<file path="src/rtl/ccff_chain_loader_pkg.sv">
// Shared types and defaults for the configuration-chain loader.
package ccff_chain_loader_pkg;

  localparam int DEFAULT_CHAIN_LEN = 64;
  localparam int DEFAULT_WORD_W    = 8;

  typedef logic [1:0] ccff_state_t;

  localparam ccff_state_t ST_IDLE  = 2'd0;
  localparam ccff_state_t ST_LOAD  = 2'd1;
  localparam ccff_state_t ST_SHIFT = 2'd2;
  localparam ccff_state_t ST_DONE  = 2'd3;

endpackage

</file>
<file path="src/rtl/ccff_word_piso.sv">
// Parallel-load, MSB-first shift register; count_o reports bits shifted out since the last load.
module ccff_word_piso #(
  parameter int WORD_W = 8,
  localparam int CNT_W = $clog2(WORD_W + 1)
) (
  input  logic              clk,
  input  logic              srst,
  input  logic              load_i,
  input  logic              shift_i,
  input  logic [WORD_W-1:0] data_i,
  output logic              msb_o,
  output logic [CNT_W-1:0]  count_o
);

  logic [WORD_W-1:0] sr_q, sr_d;
  logic [CNT_W-1:0]  cnt_q, cnt_d;

  always_comb begin
    sr_d  = sr_q;
    cnt_d = cnt_q;
    if (load_i) begin
      sr_d  = data_i;
      cnt_d = '0;
    end else if (shift_i) begin
      sr_d  = sr_q << 1;
      cnt_d = cnt_q + CNT_W'(1);
    end
  end

  always_ff @(posedge clk) begin
    if (srst) begin
      sr_q  <= '0;
      cnt_q <= '0;
    end else begin
      sr_q  <= sr_d;
      cnt_q <= cnt_d;
    end
  end

  assign msb_o   = sr_q[WORD_W-1];
  assign count_o = cnt_q;

endmodule

</file>
<file path="src/rtl/ccff_chain_loader.sv">
// Streams bitstream words MSB-first into a CHAIN_LEN-stage p_ccff chain.
// Optional tail readback is built when CCFF_CHAIN_LOADER_READBACK_EN is defined.
module ccff_chain_loader
  import ccff_chain_loader_pkg::*;
#(
  parameter int CHAIN_LEN = DEFAULT_CHAIN_LEN,
  parameter int WORD_W    = DEFAULT_WORD_W
) (
  input  logic              prog_clk,
  input  logic              prog_reset,
  input  logic              start,
  input  logic [WORD_W-1:0] wr_data,
  input  logic              wr_valid,
  output logic              wr_ready,
  output logic              ccff_head,
  output logic              ccff_shift_en,
  input  logic              ccff_tail,
  output logic              busy,
  output logic              done
`ifdef CCFF_CHAIN_LOADER_READBACK_EN
  ,
  output logic [WORD_W-1:0] rd_data,
  output logic              rd_valid
`endif
);

  localparam int BC_W = $clog2(CHAIN_LEN + 1);
  localparam int PC_W = $clog2(WORD_W + 1);

  ccff_state_t     state_q, state_d;
  logic [BC_W-1:0] bits_q, bits_d;

  logic            piso_msb;
  logic [PC_W-1:0] piso_cnt;
  logic            handshake;
  logic            chain_end;
  logic            word_end;

  assign handshake = (state_q == ST_LOAD) && wr_valid;
  assign chain_end = (bits_q == BC_W'(CHAIN_LEN - 1));
  // A word ends at its last bit or at the chain's last bit, whichever comes first.
  assign word_end  = (piso_cnt == PC_W'(WORD_W - 1)) || chain_end;

  ccff_word_piso #(.WORD_W(WORD_W)) u_piso (
    .clk     (prog_clk),
    .srst    (prog_reset),
    .load_i  (handshake),
    .shift_i (ccff_shift_en),
    .data_i  (wr_data),
    .msb_o   (piso_msb),
    .count_o (piso_cnt)
  );

  always_comb begin
    state_d = state_q;
    bits_d  = bits_q;
    case (state_q)
      ST_IDLE: begin
        if (start) begin
          state_d = ST_LOAD;
          bits_d  = '0;
        end
      end
      ST_LOAD: begin
        if (wr_valid) state_d = ST_SHIFT;
      end
      ST_SHIFT: begin
        bits_d = bits_q + BC_W'(1);
        if (word_end) state_d = chain_end ? ST_DONE : ST_LOAD;
      end
      ST_DONE: state_d = ST_IDLE;
      default: state_d = ST_IDLE;
    endcase
  end

  always_ff @(posedge prog_clk) begin
    if (prog_reset) begin
      state_q <= ST_IDLE;
      bits_q  <= '0;
    end else begin
      state_q <= state_d;
      bits_q  <= bits_d;
    end
  end

  assign wr_ready      = (state_q == ST_LOAD);
  assign ccff_shift_en = (state_q == ST_SHIFT);
  assign ccff_head     = ccff_shift_en & piso_msb;
  assign busy          = (state_q != ST_IDLE);
  assign done          = (state_q == ST_DONE);

`ifdef CCFF_CHAIN_LOADER_READBACK_EN
  logic [WORD_W-1:0] cap_q, cap_d;
  logic [WORD_W-1:0] rd_data_q, rd_data_d;
  logic              rd_valid_q, rd_valid_d;

  // Capture position tracks the outgoing word's bit count, so words stay left-aligned.
  always_comb begin
    cap_d      = cap_q;
    rd_data_d  = rd_data_q;
    rd_valid_d = 1'b0;
    if (ccff_shift_en) begin
      cap_d = cap_q | (WORD_W'(ccff_tail) << (WORD_W - 1 - 32'(piso_cnt)));
      if (word_end) begin
        rd_data_d  = cap_d;
        rd_valid_d = 1'b1;
        cap_d      = '0;
      end
    end
  end

  always_ff @(posedge prog_clk) begin
    if (prog_reset) begin
      cap_q      <= '0;
      rd_data_q  <= '0;
      rd_valid_q <= 1'b0;
    end else begin
      cap_q      <= cap_d;
      rd_data_q  <= rd_data_d;
      rd_valid_q <= rd_valid_d;
    end
  end

  assign rd_data  = rd_data_q;
  assign rd_valid = rd_valid_q;
`else
  logic unused_tail;
  assign unused_tail = ccff_tail;
`endif

endmodule

</file>
<file path="config.mk">
export PLATFORM = sky130hd
export DESIGN_NAME = ccff_chain_loader
export DESIGN_NICKNAME = d
export VERILOG_FILES = /design/src/rtl/ccff_chain_loader_pkg.sv /design/src/rtl/ccff_word_piso.sv /design/src/rtl/ccff_chain_loader.sv
export SDC_FILE = /design/constraint.sdc
export NUM_CORES = 1
export LEC_CHECK = 0
export ABC_AREA = 1
export BUFFER_PORTS_ARGS = -buffer_cell sky130_fd_sc_hd__buf_2
export CAP_MARGIN = 10
export CORE_MARGIN = 10
export CORE_UTILIZATION = 57
export DETAILED_ROUTE_END_ITERATION = 6
export PLACE_DENSITY = 0.81
export SLEW_MARGIN = 25
export SYNTH_ARGS = -nofsm -noshare
export SYNTH_HDL_FRONTEND = slang
export SYNTH_SLANG_ARGS = --single-unit
</file>
<file path="constraint.sdc">
create_clock -name prog_clk -period 2.1 [get_ports prog_clk]
set_input_delay 0.105 -clock prog_clk [delete_from_list [all_inputs] [get_ports prog_clk]]
set_output_delay 0.105 -clock prog_clk [all_outputs]
set_load 0.005 [all_outputs]
</file>
==> results.md, run 1 <==
- Main synth FF type: dfxtp_1
- Overall power: 0.936 mW
- Worst Hold Class: primary input to register
- Starting Density: 59.4%
- Clock Sinks: 21
- # diodes: 0
- Latest clock arrival within the worst-skew pair: 0.30 ns
- Via/cell ratio: 5.14
- Share of cells above drive strength 1: 15.1%
- Crit end category: output port
- Vias in the first global route: 875
- Clock transition at path regs: 0.12 ns
- Global-route wire length before repair: 3510 um
- Post-route minimum period: 1.60 ns
- Post CTS Setup Buffer Count: 0
- CTS tree: built
- Largest family of logic cells by synthesized area: simple AND/OR/NAND/NOR gates
- Max-slew headroom: 67.5%
- Final setup viols: 0
- Cell accounting for the most synthesized area: dfxtp_1
- # Max-Cap Violations: 0
- Register area: 420 um2
- Routed WL: 2080 um
- Ports: 18
- Final hold vios: 0
- Status: completed
- Mux cell area share after synthesis: 0%
- Post-Place Cell Area: 0.00109 mm2
- Arr. time, crit path: 1.49 ns
- Synth top area share: 41.9%
- Top cells by count, synth: nand2_1, dfxtp_1, inv_1
- Adder-Cell Fraction of Synth Area: 2.49%
- GPL Wtd Cong: 0.845
- CTS buffer count: 3
- 1st-iter DRT viols: 15
- Multi-input gate area: 495 um2
- Unrepaired setup endpoints after global routing: no
- Total track usage: 11.9%
- Flops & latches, synth: 21
- Simple-gate portion of the synthesized area: 31.9%
- Leakage: 0.456 nW
- Final Instance Area: 0.00112 mm2
- Clk buf depth: 2
- WP data required: 2.00 ns
- Synth cell types: 20
- Most numerous cell in the Yosys netlist: nand2_1
- Post-Layout Cell Count: 183
- Syn Inst Count: 148
- CTS Hold Bufs: 0
- DIE AREA: 0.00384 mm2
- Critical path fanouts, max: 15
- Async S/R FF share, synth: 0%
- Avg WL per Cell: 11.4 um
- HPWL after DPL: 1610 um
- Post-Synth XOR/XNOR Area: 0%
- Cell area after synthesis: 0.00100 mm2
- Pins Over Slew Limit: 0
- Initial antenna violation count: 0
- Compound-Gate Fraction of Synth Area: 15.0%
- H-tree depth: 1
- Total grt overflow: 0
- Synth area leaders: dfxtp_1, nand2_1, inv_1
- Syn Nets: 163
- Antenna-violating nets left: 0
- Worst slew pin tran: 0.483 ns
- Core Footprint: 0.00169 mm2
- Die width: 62.0 um
- # fillers: 161
- Number of port buffers: 16
- Final Worst Setup Slack: 0.501 ns
- Net total in the final layout: 182
- Number of remaining DRC errors: 0
- Quantity of gates resized following cts: 0
- Peak supply drop: 0.471 mV
- Vias after detailed routing: 940
- Drt first pass iters: 4
- Root buf cell: clkbuf_4
- Number of enable flip-flop cells after synthesis: 0
- Die Y: 62.0 um
- Max Fclk: 0.625 GHz
- Synth Area per Inst: 6.78 um2
- CP Launch Type: register
- Sequential fraction of the synthesis area: 41.9%
- Clock Skews: 0.00593 ns
- Largest net degree at the start of global routing: 16
- P per Cell Area: 838 mW/mm2
- Yosys Warn Count: 0
- DP Cell Count: 179
- Setup TNS: 0 ns
- WS Path Type: register to output port
- Final period util: 76.2%
- # rows: 15
- Placement Setup Slack: 0.646 ns
- Area grow syn2layout: 11.2%
layer usage:
layer	share of wire, %	vias to the layer above	routed length (um)	track usage, %
li1	-	507	-	-
met1	45	415	927	13.7
met2	53	18	1090	20.5
met3	2.8	0	59	3.05
met4	0	0	0	4.78
met5	0	-	0	0
path summary, 6_finish.rpt:
kind | from | depth (start not counted) | slack, ns | endpoint
worst max-delay path | state_q[1] | 5 | 0.50 | ccff_head
worst min-delay path | wr_data[6] | 3 | 0.05 | u_piso.sr_q[6]
worst max register to register | state_q[1] | 6 | 0.62 | bits_q[6]
worst min register to register | u_piso.sr_q[6] | 2 | 0.49 | u_piso.sr_q[6]
stage by stage:
step	hold slack, ns	utilization, %
after global routing	0.0392	66.1
after CTS	0.0337	66.1
final	0.0501	66.1
after global placement	0.362	64.4
after detailed placement	0.370	64.4
after floorplan	0.174	-
flip-flops by register name, indices dropped and copies added, names as in the netlist:
register,cells
u_piso.sr_q,8
state_q,2
u_piso.count_o,4
bits_q,7
placed cells by master, fill, tap and decap left out:
master	n
nor2_1	13
ha_1	2
inv_1	16
nand2_1	55
o21ai_0	7
o21bai_1	1
nor3b_1	1
clkinv_2	1
a211oi_2	1
inv_2	1
nor3_1	1
dfxtp_1	21
buf_2	16
nand3_1	7
a21oi_1	10
nor2_4	1
a31oi_1	6
nor2_2	1
a22oi_1	1
clkbuf_4	3
buf_4	1
where the power goes:
group	switching [mW]	internal, mW	total (mW)
combinational	0.168	0.0937	0.262
clock	0.125	0.0710	0.196
sequential	0.0404	0.438	0.478
worst max-delay path, cell delays in order, from the launching register on:
cell,delay (ns)
dfxtp_1,0.47
inv_2,0.10
nor2_4,0.27
inv_1,0.11
nor2_1,0.12
buf_2,0.13
cells by family after synthesis:
kind of cell,after synthesis
adder cells (fa/ha/maj),2
AND/OR/NAND/NOR,79
AO/OA/AOI/OAI,26
flip-flops,21
buffers and inverters,20
area by class of cell:
class	instances	area share [%]
multi-input combinational	107	44.4
sequential	21	37.7
timing repair buffer	17	7.85
inverter	17	5.72
clock buffer	3	2.02
tap	17	1.91
clock inverter	1	0.448
(Power assumes the default switching activity.)
==> inputs of run 2 (changes only) <==
- CORE_UTILIZATION: 57 -> 53
- PLACE_DENSITY: 0.81 -> 0.76
- clock period: 2.1 -> 1.6 ns (I/O delays scaled with it)
==> results.md, run 2 (same netlist as run 1, synthesis figures left out) <==
- Root buf cell: clkbuf_4
- Avg WL per Cell: 10.7 um (-6.0%)
- Setup TNS: 0 ns (unchanged)
- Commonest non-fill, non-tap cell in the layout: nand2_1
- FF-to-FF setup slack: 0.31 ns (-0.31 ns)
- Share of cells above drive strength 1: 18.6% (+3.5 points)
- Crit end category: output port
- 1st-iter DRT viols: 43 (+28)
- # rows: 15 (unchanged)
- # Max-Cap Violations: 0 (unchanged)
- Cell-internal power: 0.845 mW (+40%)
- Number of remaining DRC errors: 0 (unchanged)
- CTS buffer count: 3 (unchanged)
- Min Hold Slack: 0.00755 ns (-0.0426 ns)
- CTS tree: built
- Commonest cells after routing, fill and taps aside: nand2_1, dfxtp_1, inv_1, buf_2, nor2_1
- Net total in the final layout: 188 (+3.3%)
- Register share of total power: 48.6% (-2.5 points)
- Routed WL: 2100 um (+1.2%)
- Latest clock arrival within the worst-skew pair: 0.31 ns (about the same)
- Final hold vios: 0 (unchanged)
- Arr. time, crit path: 1.40 ns (-0.09 ns)
- DP Cell Count: 191 (+6.7%)
- Vias in the first global route: 912 (+4.2%)
- Critical path fanouts, max: 8 (-7)
- Die width: 63.5 um (+2.5%)
- Final period util: 92.2%
- Post-Layout Cell Count: 197 (+7.7%)
- Vias after detailed routing: 1001 (+6.5%)
- GPL Wtd Cong: 0.825 (-2.5%)
- P per Cell Area: 1110 mW/mm2 (+32%)
- Leakage: 0.486 nW (+6.5%)
- Clk buf depth: 2 (unchanged)
- Drt first pass iters: 4 (unchanged)
- DIE AREA: 0.00403 mm2 (+5.1%)
- Switching power: 0.452 mW (+36%)
- Overall power: 1.30 mW (+39%)
- CP Launch Type: register
- Global-route wire length before repair: 3560 um (+1.6%)
- WP data required: 1.52 ns (-0.48 ns)
- Placement Setup Slack: 0.232 ns (-0.414 ns)
- Clock transition at path regs: 0.12 ns (about the same)
- Worst R2R Start: state_q[1]
- Core Footprint: 0.00176 mm2 (+4.4%)
- Hold Crit Start: wr_data[0]
- Clock power share: 20.2% (-0.7 points)
- Logic pwr share: 31.3% (+3.3 points)
- Pins Over Slew Limit: 0 (unchanged)
- Max-slew headroom: 64.2% (-3.3 points)
- # diodes: 0 (unchanged)
- Final setup viols: 0 (unchanged)
- Unrepaired setup endpoints after global routing: no
- Worst Hold Class: primary input to register
- Total track usage: 10.4% (-1.5 points)
- WS Path Type: register to output port
- H-tree depth: 1 (unchanged)
- Starting Density: 56.9% (-2.5 points)
- HPWL after DPL: 1640 um (+1.8%)
- Worst slew pin tran: 0.532 ns (+0.0487 ns)
- Final Worst Setup Slack: 0.125 ns (-0.376 ns)
- Number of port buffers: 16 (unchanged)
- Post-route minimum period: 1.48 ns
- Antenna-violating nets left: 0 (unchanged)
- Area grow syn2layout: 16.8%
- Largest net degree at the start of global routing: 14 (-2)
- Max Fclk: 0.678 GHz
- Status: completed
- Die Y: 63.5 um (+2.5%)
- Peak supply drop: 0.674 mV (+43%)
- Clock Skews: 0.00115 ns (-0.00477 ns)
- Initial antenna violation count: 0 (unchanged)
- Clock Sinks: 21 (unchanged)
- Max reg flops: 8 (unchanged)
- Biggest register: u_piso.sr_q
- Total grt overflow: 0 (unchanged)
- Via/cell ratio: 5.08 (-1.1%)
- Ports: 18 (unchanged)
- Crit. Startpoint: state_q[1]
- Switch share: 34.9% (-0.72 points)
run 2: cell types whose count changed in the layout (fill, tap and decap cells not counted), sizes merged:
cell	previous run	this run
buf	17	23
run 2: stage by stage:
step	cell area, um2	util [%]
6_report	1170	66.5
5_1_grt	1170	66.5
4_1_cts	1160	65.6
3_5_place_dp	1130	64.0
3_3_place_gp	1130	64.0
2_1_floorplan	1000	-
run 2: path summary, 6_finish.rpt:
path / endpoint / cells past startpoint
setup / recovery: ccff_head / 6
hold / removal: u_piso.sr_q[0] / 3
setup reg to reg: u_piso.count_o[3] / 8
hold reg to reg: u_piso.sr_q[1] / 2
run 2: cell type report:
cell class	count	area, um2
Clock inverter	1	5.00
Tap cell	25	31.3
Sequential cell	21	422
Clock buffer	3	22.5
Multi-Input combinational cell	107	495
Timing Repair Buffer	23	133
Fill cell	162	592
Inverter	17	63.8
run 2: what timing repair did:
action / 4_1_cts / 5_1_grt
endpoints found under the setup margin: 1 / 1
setup buffers: 0 / 2
pin swaps: 0 / 1
hold buffers: 0 / 0
gates resized for setup: 1 / 0
run 2: metal layers:
| metal | up-vias | global-route usage, % | wire (um) |
|---|---|---|---|
| li1 | 520 | - | - |
| met1 | 459 | 11.6 | 931 |
| met2 | 20 | 18.2 | 1050 |
| met3 | 2 | 3.53 | 97 |
| met4 | 0 | 2.73 | 22 |
| met5 | - | 0 | 0 |
run 2: power by group through the flow:
stage / clock (mW) / combinational, mW / sequential (mW)
detailed placement: 0 / 0.390 / 0.638
global placement: 0 / 0.381 / 0.636
CTS: 0.270 / 0.391 / 0.629
floorplan: 0 / 0.263 / 0.626
global route: 0.287 / 0.468 / 0.635
finish: 0.262 / 0.406 / 0.630
run 2: worst max-delay path, stage by stage, from the launching register on:
cell and delay [ns]:
dfxtp_2 0.42, inv_2 0.08, nor2_4 0.15, buf_4 0.17, inv_1 0.07, nor2_1 0.08
buf_2 0.11
